<file path="src/rtl/riscv_ctrl_pkg.sv">
// riscv_ctrl_pkg
//   Shared definitions for the RV32I control path: controller state
//   encoding, the opcode enum (also used by the single-cycle decoder),
//   ALU operation classes, immediate formats and datapath select codes.
//   It also holds the control-word struct that the multicycle controller
//   drives onto its ports.
package riscv_ctrl_pkg;

  typedef enum logic [3:0] {
    S_START, S_FETCH, S_DECODE, S_MEM_ADR, S_MEM_READ, S_MEM_WB,
    S_MEM_WRITE, S_EXEC_R, S_EXEC_I, S_UPPER, S_ALU_WB, S_BRANCH,
    S_JAL, S_JALR, S_LINK, S_TRAP
  } state_e;

  typedef enum logic [6:0] {
    OP_LOAD   = 7'b0000011,
    OP_I_ALU  = 7'b0010011,
    OP_AUIPC  = 7'b0010111,
    OP_STORE  = 7'b0100011,
    OP_R      = 7'b0110011,
    OP_LUI    = 7'b0110111,
    OP_BRANCH = 7'b1100011,
    OP_JALR   = 7'b1100111,
    OP_JAL    = 7'b1101111
  } opcode_e;

  // ALU operation classes
  localparam logic [2:0] ALU_FUNCT  = 3'b000;  // decoded from funct3/funct7
  localparam logic [2:0] ALU_ADD    = 3'b001;
  localparam logic [2:0] ALU_ADD_ST = 3'b010;  // store address add
  localparam logic [2:0] ALU_CMP    = 3'b011;  // branch compare
  localparam logic [2:0] ALU_AUIPC  = 3'b100;
  localparam logic [2:0] ALU_LUI    = 3'b101;
  localparam logic [2:0] ALU_JALR   = 3'b110;

  // Immediate formats
  localparam logic [2:0] IMM_I_ALU  = 3'b000;
  localparam logic [2:0] IMM_I_LOAD = 3'b001;
  localparam logic [2:0] IMM_U      = 3'b010;
  localparam logic [2:0] IMM_S      = 3'b011;
  localparam logic [2:0] IMM_BJ     = 3'b100;
  localparam logic [2:0] IMM_JALR   = 3'b101;

  // Datapath selects
  localparam logic [1:0] SRC_A_PC     = 2'b00;
  localparam logic [1:0] SRC_A_OLD_PC = 2'b01;
  localparam logic [1:0] SRC_A_RS1    = 2'b10;
  localparam logic [1:0] SRC_B_RS2    = 2'b00;
  localparam logic [1:0] SRC_B_IMM    = 2'b01;
  localparam logic [1:0] SRC_B_FOUR   = 2'b10;
  localparam logic [1:0] RES_ALUOUT   = 2'b00;
  localparam logic [1:0] RES_MEM      = 2'b01;
  localparam logic [1:0] RES_ALU      = 2'b10;
  localparam logic       ADR_PC       = 1'b0;
  localparam logic       ADR_ALUOUT   = 1'b1;

  typedef struct packed {
    logic       pc_write;
    logic       ir_write;
    logic       mem_req;
    logic       mem_write;
    logic       reg_write;
    logic       adr_src;
    logic [1:0] alu_src_a;
    logic [1:0] alu_src_b;
    logic [2:0] imm_src;
    logic [2:0] alu_op;
    logic [1:0] result_src;
    logic       instr_done;
    logic       illegal;
  } ctrl_t;

endpackage

</file>
<file path="src/rtl/multicycle_controller.sv">
// multicycle_controller
//   Moore control FSM for a multicycle RV32I datapath. It sequences each
//   instruction through fetch, decode and the class-specific execute and
//   writeback states, and retires with a one-cycle instr_done pulse.
//   Unknown opcodes park the FSM in TRAP, where only reset releases it.
// Ports
//   clk, rst_n       : clock, asynchronous active-low reset
//   op[6:0]          : opcode from the instruction register (valid from DECODE)
//   mem_ready        : memory completes the current access this cycle
//   branch_taken     : comparator result, used in BRANCH
//   pc_write/ir_write: PC load / IR + old-PC load strobes
//   mem_req/mem_write: memory request / store strobe
//   reg_write        : register file write strobe
//   adr_src          : memory address select (0 PC, 1 ALUOut)
//   alu_src_a/b      : ALU operand selects
//   imm_src, alu_op  : immediate format, ALU operation class
//   result_src       : result select (00 ALUOut, 01 mem data, 10 ALU direct)
//   instr_done       : retire pulse
//   illegal          : sticky unknown-opcode flag (TRAP)
module multicycle_controller
  import riscv_ctrl_pkg::*;
(
  input  logic       clk,
  input  logic       rst_n,
  input  logic [6:0] op,
  input  logic       mem_ready,
  input  logic       branch_taken,
  output logic       pc_write,
  output logic       ir_write,
  output logic       mem_req,
  output logic       mem_write,
  output logic       reg_write,
  output logic       adr_src,
  output logic [1:0] alu_src_a,
  output logic [1:0] alu_src_b,
  output logic [2:0] imm_src,
  output logic [2:0] alu_op,
  output logic [1:0] result_src,
  output logic       instr_done,
  output logic       illegal
);

  state_e r_state;
  // Opcode facts latched in DECODE so MEM_ADR/UPPER outputs stay a
  // function of registered state only.
  logic   r_is_store;
  logic   r_is_lui;
  ctrl_t  w_ctrl;

  // NOTE: state registers use non-blocking assignments so every flop
  // samples pre-edge values regardless of statement order.
  always_ff @(posedge clk or negedge rst_n) begin
    if (!rst_n) begin
      r_state    <= S_START;
      r_is_store <= 1'b0;
      r_is_lui   <= 1'b0;
    end else begin
      case (r_state)
        S_START:  r_state <= S_FETCH;
        S_FETCH:  if (mem_ready) r_state <= S_DECODE;
        S_DECODE: begin
          r_is_store <= (op == OP_STORE);
          r_is_lui   <= (op == OP_LUI);
          case (op)
            OP_LOAD, OP_STORE: r_state <= S_MEM_ADR;
            OP_R:              r_state <= S_EXEC_R;
            OP_I_ALU:          r_state <= S_EXEC_I;
            OP_LUI, OP_AUIPC:  r_state <= S_UPPER;
            OP_BRANCH:         r_state <= S_BRANCH;
            OP_JAL:            r_state <= S_JAL;
            OP_JALR:           r_state <= S_JALR;
            default:           r_state <= S_TRAP;
          endcase
        end
        S_MEM_ADR:   r_state <= r_is_store ? S_MEM_WRITE : S_MEM_READ;
        S_MEM_READ:  if (mem_ready) r_state <= S_MEM_WB;
        S_MEM_WRITE: if (mem_ready) r_state <= S_FETCH;
        S_EXEC_R, S_EXEC_I, S_UPPER:            r_state <= S_ALU_WB;
        S_MEM_WB, S_ALU_WB, S_BRANCH, S_LINK:   r_state <= S_FETCH;
        S_JAL, S_JALR:                          r_state <= S_LINK;
        S_TRAP:      r_state <= S_TRAP;
        default:     r_state <= S_START;
      endcase
    end
  end

  // NOTE: the all-zero default before the case keeps this block free of
  // inferred latches and gives every unused strobe/select a defined 0.
  always_comb begin
    w_ctrl = '0;
    case (r_state)
      S_FETCH: begin
        w_ctrl.mem_req    = 1'b1;
        w_ctrl.adr_src    = ADR_PC;
        w_ctrl.alu_src_a  = SRC_A_PC;
        w_ctrl.alu_src_b  = SRC_B_FOUR;
        w_ctrl.alu_op     = ALU_ADD;
        w_ctrl.result_src = RES_ALU;
        w_ctrl.ir_write   = mem_ready;
        w_ctrl.pc_write   = mem_ready;
      end
      S_DECODE: begin
        // Branch/JAL target into ALUOut ahead of dispatch
        w_ctrl.alu_src_a = SRC_A_OLD_PC;
        w_ctrl.alu_src_b = SRC_B_IMM;
        w_ctrl.imm_src   = IMM_BJ;
      end
      S_MEM_ADR: begin
        w_ctrl.alu_src_a = SRC_A_RS1;
        w_ctrl.alu_src_b = SRC_B_IMM;
        w_ctrl.imm_src   = r_is_store ? IMM_S : IMM_I_LOAD;
        w_ctrl.alu_op    = r_is_store ? ALU_ADD_ST : ALU_ADD;
      end
      S_MEM_READ: begin
        w_ctrl.mem_req = 1'b1;
        w_ctrl.adr_src = ADR_ALUOUT;
      end
      S_MEM_WRITE: begin
        w_ctrl.mem_req    = 1'b1;
        w_ctrl.adr_src    = ADR_ALUOUT;
        w_ctrl.mem_write  = 1'b1;
        w_ctrl.instr_done = mem_ready;
      end
      S_MEM_WB: begin
        w_ctrl.reg_write  = 1'b1;
        w_ctrl.result_src = RES_MEM;
        w_ctrl.instr_done = 1'b1;
      end
      S_EXEC_R: begin
        w_ctrl.alu_src_a = SRC_A_RS1;
        w_ctrl.alu_src_b = SRC_B_RS2;
        w_ctrl.alu_op    = ALU_FUNCT;
      end
      S_EXEC_I: begin
        w_ctrl.alu_src_a = SRC_A_RS1;
        w_ctrl.alu_src_b = SRC_B_IMM;
        w_ctrl.imm_src   = IMM_I_ALU;
        w_ctrl.alu_op    = ALU_FUNCT;
      end
      S_UPPER: begin
        w_ctrl.alu_src_a = SRC_A_OLD_PC;
        w_ctrl.alu_src_b = SRC_B_IMM;
        w_ctrl.imm_src   = IMM_U;
        w_ctrl.alu_op    = r_is_lui ? ALU_LUI : ALU_AUIPC;
      end
      S_ALU_WB: begin
        w_ctrl.reg_write  = 1'b1;
        w_ctrl.result_src = RES_ALUOUT;
        w_ctrl.instr_done = 1'b1;
      end
      S_BRANCH: begin
        // Target already sits in ALUOut from DECODE; the ALU compares here
        w_ctrl.alu_src_a  = SRC_A_RS1;
        w_ctrl.alu_src_b  = SRC_B_RS2;
        w_ctrl.alu_op     = ALU_CMP;
        w_ctrl.result_src = RES_ALUOUT;
        w_ctrl.pc_write   = branch_taken;
        w_ctrl.instr_done = 1'b1;
      end
      S_JAL: begin
        w_ctrl.pc_write   = 1'b1;
        w_ctrl.result_src = RES_ALUOUT;
      end
      S_JALR: begin
        w_ctrl.alu_src_a  = SRC_A_RS1;
        w_ctrl.alu_src_b  = SRC_B_IMM;
        w_ctrl.imm_src    = IMM_JALR;
        w_ctrl.alu_op     = ALU_JALR;
        w_ctrl.result_src = RES_ALU;
        w_ctrl.pc_write   = 1'b1;
      end
      S_LINK: begin
        // rd <= old PC + 4
        w_ctrl.alu_src_a  = SRC_A_OLD_PC;
        w_ctrl.alu_src_b  = SRC_B_FOUR;
        w_ctrl.alu_op     = ALU_ADD;
        w_ctrl.result_src = RES_ALU;
        w_ctrl.reg_write  = 1'b1;
        w_ctrl.instr_done = 1'b1;
      end
      S_TRAP:  w_ctrl.illegal = 1'b1;
      default: w_ctrl = '0;
    endcase
  end

  assign pc_write   = w_ctrl.pc_write;
  assign ir_write   = w_ctrl.ir_write;
  assign mem_req    = w_ctrl.mem_req;
  assign mem_write  = w_ctrl.mem_write;
  assign reg_write  = w_ctrl.reg_write;
  assign adr_src    = w_ctrl.adr_src;
  assign alu_src_a  = w_ctrl.alu_src_a;
  assign alu_src_b  = w_ctrl.alu_src_b;
  assign imm_src    = w_ctrl.imm_src;
  assign alu_op     = w_ctrl.alu_op;
  assign result_src = w_ctrl.result_src;
  assign instr_done = w_ctrl.instr_done;
  assign illegal    = w_ctrl.illegal;

endmodule

</file>
<file path="config.mk">
export PLATFORM = sky130hd
export DESIGN_NAME = multicycle_controller
export DESIGN_NICKNAME = d
export VERILOG_FILES = /design/src/rtl/riscv_ctrl_pkg.sv /design/src/rtl/multicycle_controller.sv
export SDC_FILE = /design/constraint.sdc
export NUM_CORES = 1
export LEC_CHECK = 0
export ABC_CLOCK_PERIOD_IN_PS = 2500
export CAP_MARGIN = 10
export CORE_MARGIN = 3
export CORE_UTILIZATION = 47
export CTS_BUF_LIST = sky130_fd_sc_hd__clkbuf_2
export CTS_CLUSTER_SIZE = 8
export DETAILED_ROUTE_END_ITERATION = 16
export PLACE_DENSITY = 0.86
export SLEW_MARGIN = 25
export SYNTH_ARGS = -nofsm -noshare
export SYNTH_HDL_FRONTEND = slang
export SYNTH_SLANG_ARGS = --single-unit
</file>
<file path="constraint.sdc">
create_clock -name clk -period 2.5 [get_ports clk]
set_input_delay 0.5 -clock clk [delete_from_list [all_inputs] [get_ports clk]]
set_output_delay 0.5 -clock clk [all_outputs]
set_load 0.1 [all_outputs]
</file>
; After elaboration in Yosys (flattened, before gate mapping)
; Cells that the tools add are included.
[totals]
register_bits = 6
latch_bits = 0
mem_bits_rw = 0
rom_bits = 0
input_bits = 11
out_inout_bits = 20
word_cells = 67
memories = 0
[classes]
n_addsub = 0
multipliers = 0
div_mod_pow = 0
magnitude_cmp = 0
eq_ne = 27
n_shift = 0
mux = 21
bitwise_logic = 0
reduce_logical = 16
[op_table]
columns = op, count
row1 = 4-bit case mux with 9 select lines, 1
row2 = "4-bit == test, second input constant", 8
row3 = 4-bit case mux with 7 select lines, 1
row4 = "7-bit by 6-bit == test with 1-bit output, second input constant", 3
row5 = "7-bit == test, second input constant", 3
row6 = 4-bit case mux with 5 select lines, 1
row7 = "4-bit by 3-bit == test with 1-bit output, second input constant", 4
row8 = 3-bit case mux with 5 select lines, 1
row9 = 3-bit OR reduction, 5
row10 = "7-bit by 5-bit == test with 1-bit output, second input constant", 2
row11 = 2-bit OR reduction, 7
row12 = 4-bit 2-to-1 mux, 3
row13 = 3-bit case mux with 4 select lines, 1
row14 = "4-bit by 2-bit == test with 1-bit output, second input constant", 2
row15 = "7-bit by 2-bit == test with 1-bit output, second input constant", 1
row16 = 1-bit 2-to-1 mux, 7
row17 = 2-bit 2-to-1 mux, 3
row18 = "2-bit != test, second input constant", 3
row19 = 5-bit OR reduction, 1
row20 = "4-bit by 1-bit == test with 1-bit output, second input constant", 1
row21 = 4-bit logical NOT, 1
row22 = 2-bit case mux with 2 select lines, 1
row23 = 4-bit OR reduction, 1
row24 = 1-bit case mux with 3 select lines, 1
row25 = 2 further kinds, 2

; Longest topological paths before layout
[depth]
depth_word = 4
mapped_depth = 5
mapped_depth_nobuf = 4

; Worst setup path after synthesis
; OpenSTA, ideal clock, no wires.
[synth_timing]
path_type = register to output
startpoint = register r_state[0]
endpoint = output port alu_src_a[0]
arrival_ns = 3.623
t_required_ns = 2.000
path_slack_ns = -1.623
path_stages_with_launch = 6
n_path_buf = 1
path_cell_list = dfrtp_1 clkbuf_1 inv_2 nor2_1 nor2_1 o21ai_1
[synth_between]
elab_chain_len = 3
[synth_rtl]
columns = item, line_no
row1 = "start, declared", multicycle_controller.sv:43  ; state_e r_state;
row2 = "start signal, assigned", multicycle_controller.sv:75  ; S_MEM_ADR: r_state <= r_is_store ? S_MEM_WRITE : S_MEM_READ;
row3 = 4-bit == test (tied with other cells), multicycle_controller.sv:91  ; case (r_state)
row4 = 3-bit OR reduction (no line) or 2-bit OR reduction (tied branches), --
row5 = 4-bit case mux with 5 select lines *, multicycle_controller.sv:91
row6 = "end, declared", multicycle_controller.sv:34  ; output logic [1:0] alu_src_a,
; Mark *: on every way between the ends. The rest lies on a longest branch, timed or not.

; Final worst setup path
[layout_timing]
startpoint = register r_state[2]
endpoint = output port imm_src[2]
[layout_between]
elab_chain_len = 2
[layout_rtl]
columns = item, line_no
row1 = 4-bit == test or 4-bit by 2-bit == test with 1-bit output (tied branches), multicycle_controller.sv:91
row2 = 3-bit case mux with 4 select lines *, multicycle_controller.sv:91
row3 = "end, declared", multicycle_controller.sv:36  ; output logic [2:0] imm_src,
; Marked as above.

==> impl_metrics.ini <==
[clocking]
htreeDepth = 1
clock_latency_ns = 0.23
cts_tree = built
clock_path_buffers = 2
postCtsHoldBufs = 0
clock-sinks = 6
post-cts-setup-buffer-count = 0
clk_pin_slew_worst_paths_ns = 0.06
numCtsBuffers = 3
clockRootBuffer = clkbuf_2

[synthesis]
syn_inst = 117
ys.flop_type = dfrtp_1
synth_compound_area_frac = 0.321
synth_top_family_by_area = simple AND/OR/NAND/NOR gates
ys_seq_area_frac = 0.197
synth.net_count = 128
synthArstFlopShare = 1.00
ys.warnings.count = 0
synth-xor-area-share = 0
yosysTopAreaCell = dfrtp_1
synth_simple_gate_area_frac = 0.407
muxShareOfSynthArea = 0.0131
synth_fa_ha_area_frac = 0
ys_ff_latch = 6
synth_top_area_share = 0.197
synth_edf_count = 0
synth.area.top_cells = dfrtp_1, nor2_1, nand2_1, a21oi_1, nand2b_1
ys_types = 35
synth_area_um2 = 763
syn_area_per_cell_um2 = 6.52

[setup_path]
crit_family = simple AND/OR/NAND/NOR gates
worst-path-max-fanout = 22
crit_path_end_kind = output pin
worst_path_largest_cell_delay_ns = 0.65
cp.depth = 4
cp-startpoint = r_state[2]$_DFFE_PN0P_
startpoint_type = flip-flop
r2r_cells = 4
rrSetupSlack_ns = 0.44
critical_path_buf_inv_count = 1
cp.required_ns = 2.00
crit_type = reg2out
cp-endpoint = imm_src[2]
r2r_start = r_state[2]$_DFFE_PN0P_
critical_path_arrival_ns = 1.93
r2r-end = r_state[2]$_DFFE_PN0P_
crit_path_cell_trace = nor2_1, nand2_1, o21ai_2, buf_12
crit_slowest_cell = dfrtp_1

[global_route]
grtUsageTotal = 0.322
grt-ovfl-total = 0
grt_pass1_wl_um = 4860
grt_pass1_vias = 1038
grt_max_degree = 23
antenna_found_initial = 0

[sta]
worst_pin_slew_ns = 0.724
period_needed_ns = 2.43
finalClockSkew_ns = 0.00179
max_freq_ghz = 0.412
setup-violations-final = 0
finalCritPeriodShare = 0.972
finalHoldViolCount = 0
worst_slack_ns = 0.0708
slew_viol_final = 0
max-slew-margin-rel = 0.517

[floorplan]
start_util = 0.539
die_height_um = 46.3
die-area_mm2 = 0.00214
ioPinCount = 31
die_width_um = 46.3
core_area_mm2 = 0.00142
num_rows = 13

[drt]
drc = 0
drt-wirelength-per-cell_um = 19.0
routed_wirelength_um = 3020
dr.pass1.iters = 5
drt_iter0_markers = 108
postRouteAntennaNets = 0
viasPerCell = 6.79
num_vias = 1080

[cells_and_area]
insertedDiodeCount = 0
syn2layout_area_growth_pct = 76.1
final_common_cell = buf_12
final_cell_mix = buf_12, nand2_1, nor2_1
nNetsFinal = 157
drive_above_1_share = 0.299

[placement]
pre_cts_ws_ns = 0.237
dp_hpwl_um = 2190
place_congestion = 0.889
port_buffers = 30

[hold_path]
hp-class = in2async

[flow_run]
max-cap-violations = 0

[outcome]
outcome = finished, final reports clean
==> cells in the mapped netlist, types with 2 or more instances <==
cell	instances
o21ai_1	10
nand3b_1	2
dfrtp_1	6
nor3_1	2
nand4_1	2
or4_4	2
buf_2	2
o22ai_1	2
o21ai_0	2
inv_1	3
nand2b_1	8
and3_1	2
nand2_1	15
a211oi_1	2
clkbuf_1	5
a21oi_1	10
nor2b_1	8
nor2_1	17
==> how the worst min path moves through the flow <==
stage,to,depth (start not counted),from,slack [ns]
after detailed placement,r_is_lui$_DFFE_PN0P_,2,r_is_lui$_DFFE_PN0P_,0.53
after global routing,r_is_store$_DFFE_PN0P_,1,rst_n,0.51
after floorplan,r_is_lui$_DFFE_PN0P_,0,rst_n,0.20
final,r_state[3]$_DFFE_PN0P_,1,rst_n,0.51
after CTS,r_state[2]$_DFFE_PN0P_,1,rst_n,0.52
after global placement,r_is_lui$_DFFE_PN0P_,2,r_is_lui$_DFFE_PN0P_,0.50
==> state kept, by name (all words and copies together) (netlist names) <==
signal	count
r_is_store	1
r_state	4
r_is_lui	1
==> kinds of logic (layout without fill, tap and decap cells) <==
kind of cell | Yosys count | count (layout)
compound gates | 37 | 37
mux | 1 | 1
simple gates | 61 | 61
buf+inv | 12 | 39
flops | 6 | 6
==> stage by stage <==
| step | util | hold WS, ns | cell area (um2) | TNS (ns) | instances |
|---|---|---|---|---|---|
| 5_1_grt | 0.950 | 0.507 | 1340 | -0.0171 | 159 |
| 4_1_cts | 0.947 | 0.521 | 1340 | 0 | 159 |
| 2_1_floorplan | - | 0.204 | 823 | -3.06 | 117 |
| 3_5_place_dp | 0.936 | 0.531 | 1330 | 0 | 156 |
| 3_3_place_gp | 0.936 | 0.502 | 1330 | 0 | 156 |
| 6_report | 0.950 | 0.513 | 1340 | 0 | 159 |
==> area by class of cell <==
| type | count | area [um2] |
|---|---|---|
| repair buffers | 32 | 515 |
| flip-flops and latches | 6 | 151 |
| well taps | 15 | 18.8 |
| clock buffers | 3 | 15.0 |
| fillers | 39 | 71.3 |
| multi-input cells | 99 | 628 |
| inverters | 4 | 15.0 |
==> what timing repair did <==
item | 4_1_cts | 5_1_grt
resized for setup | 0 | 2
endpoints found under the hold margin | 0 | 0
setup endpoints to repair | 0 | 3
==> metal layers <==
metal	global-route usage	vias up	share of wire
met5	0	-	0
met4	0.210	0	0.060
met3	0.0625	27	0.092
met2	0.547	109	0.49
met1	0.359	470	0.36
li1	-	474	-
Power is left out: the tool's default activity adds up to more than one toggle a clock period on the data nets, which glitch-free logic cannot reach.
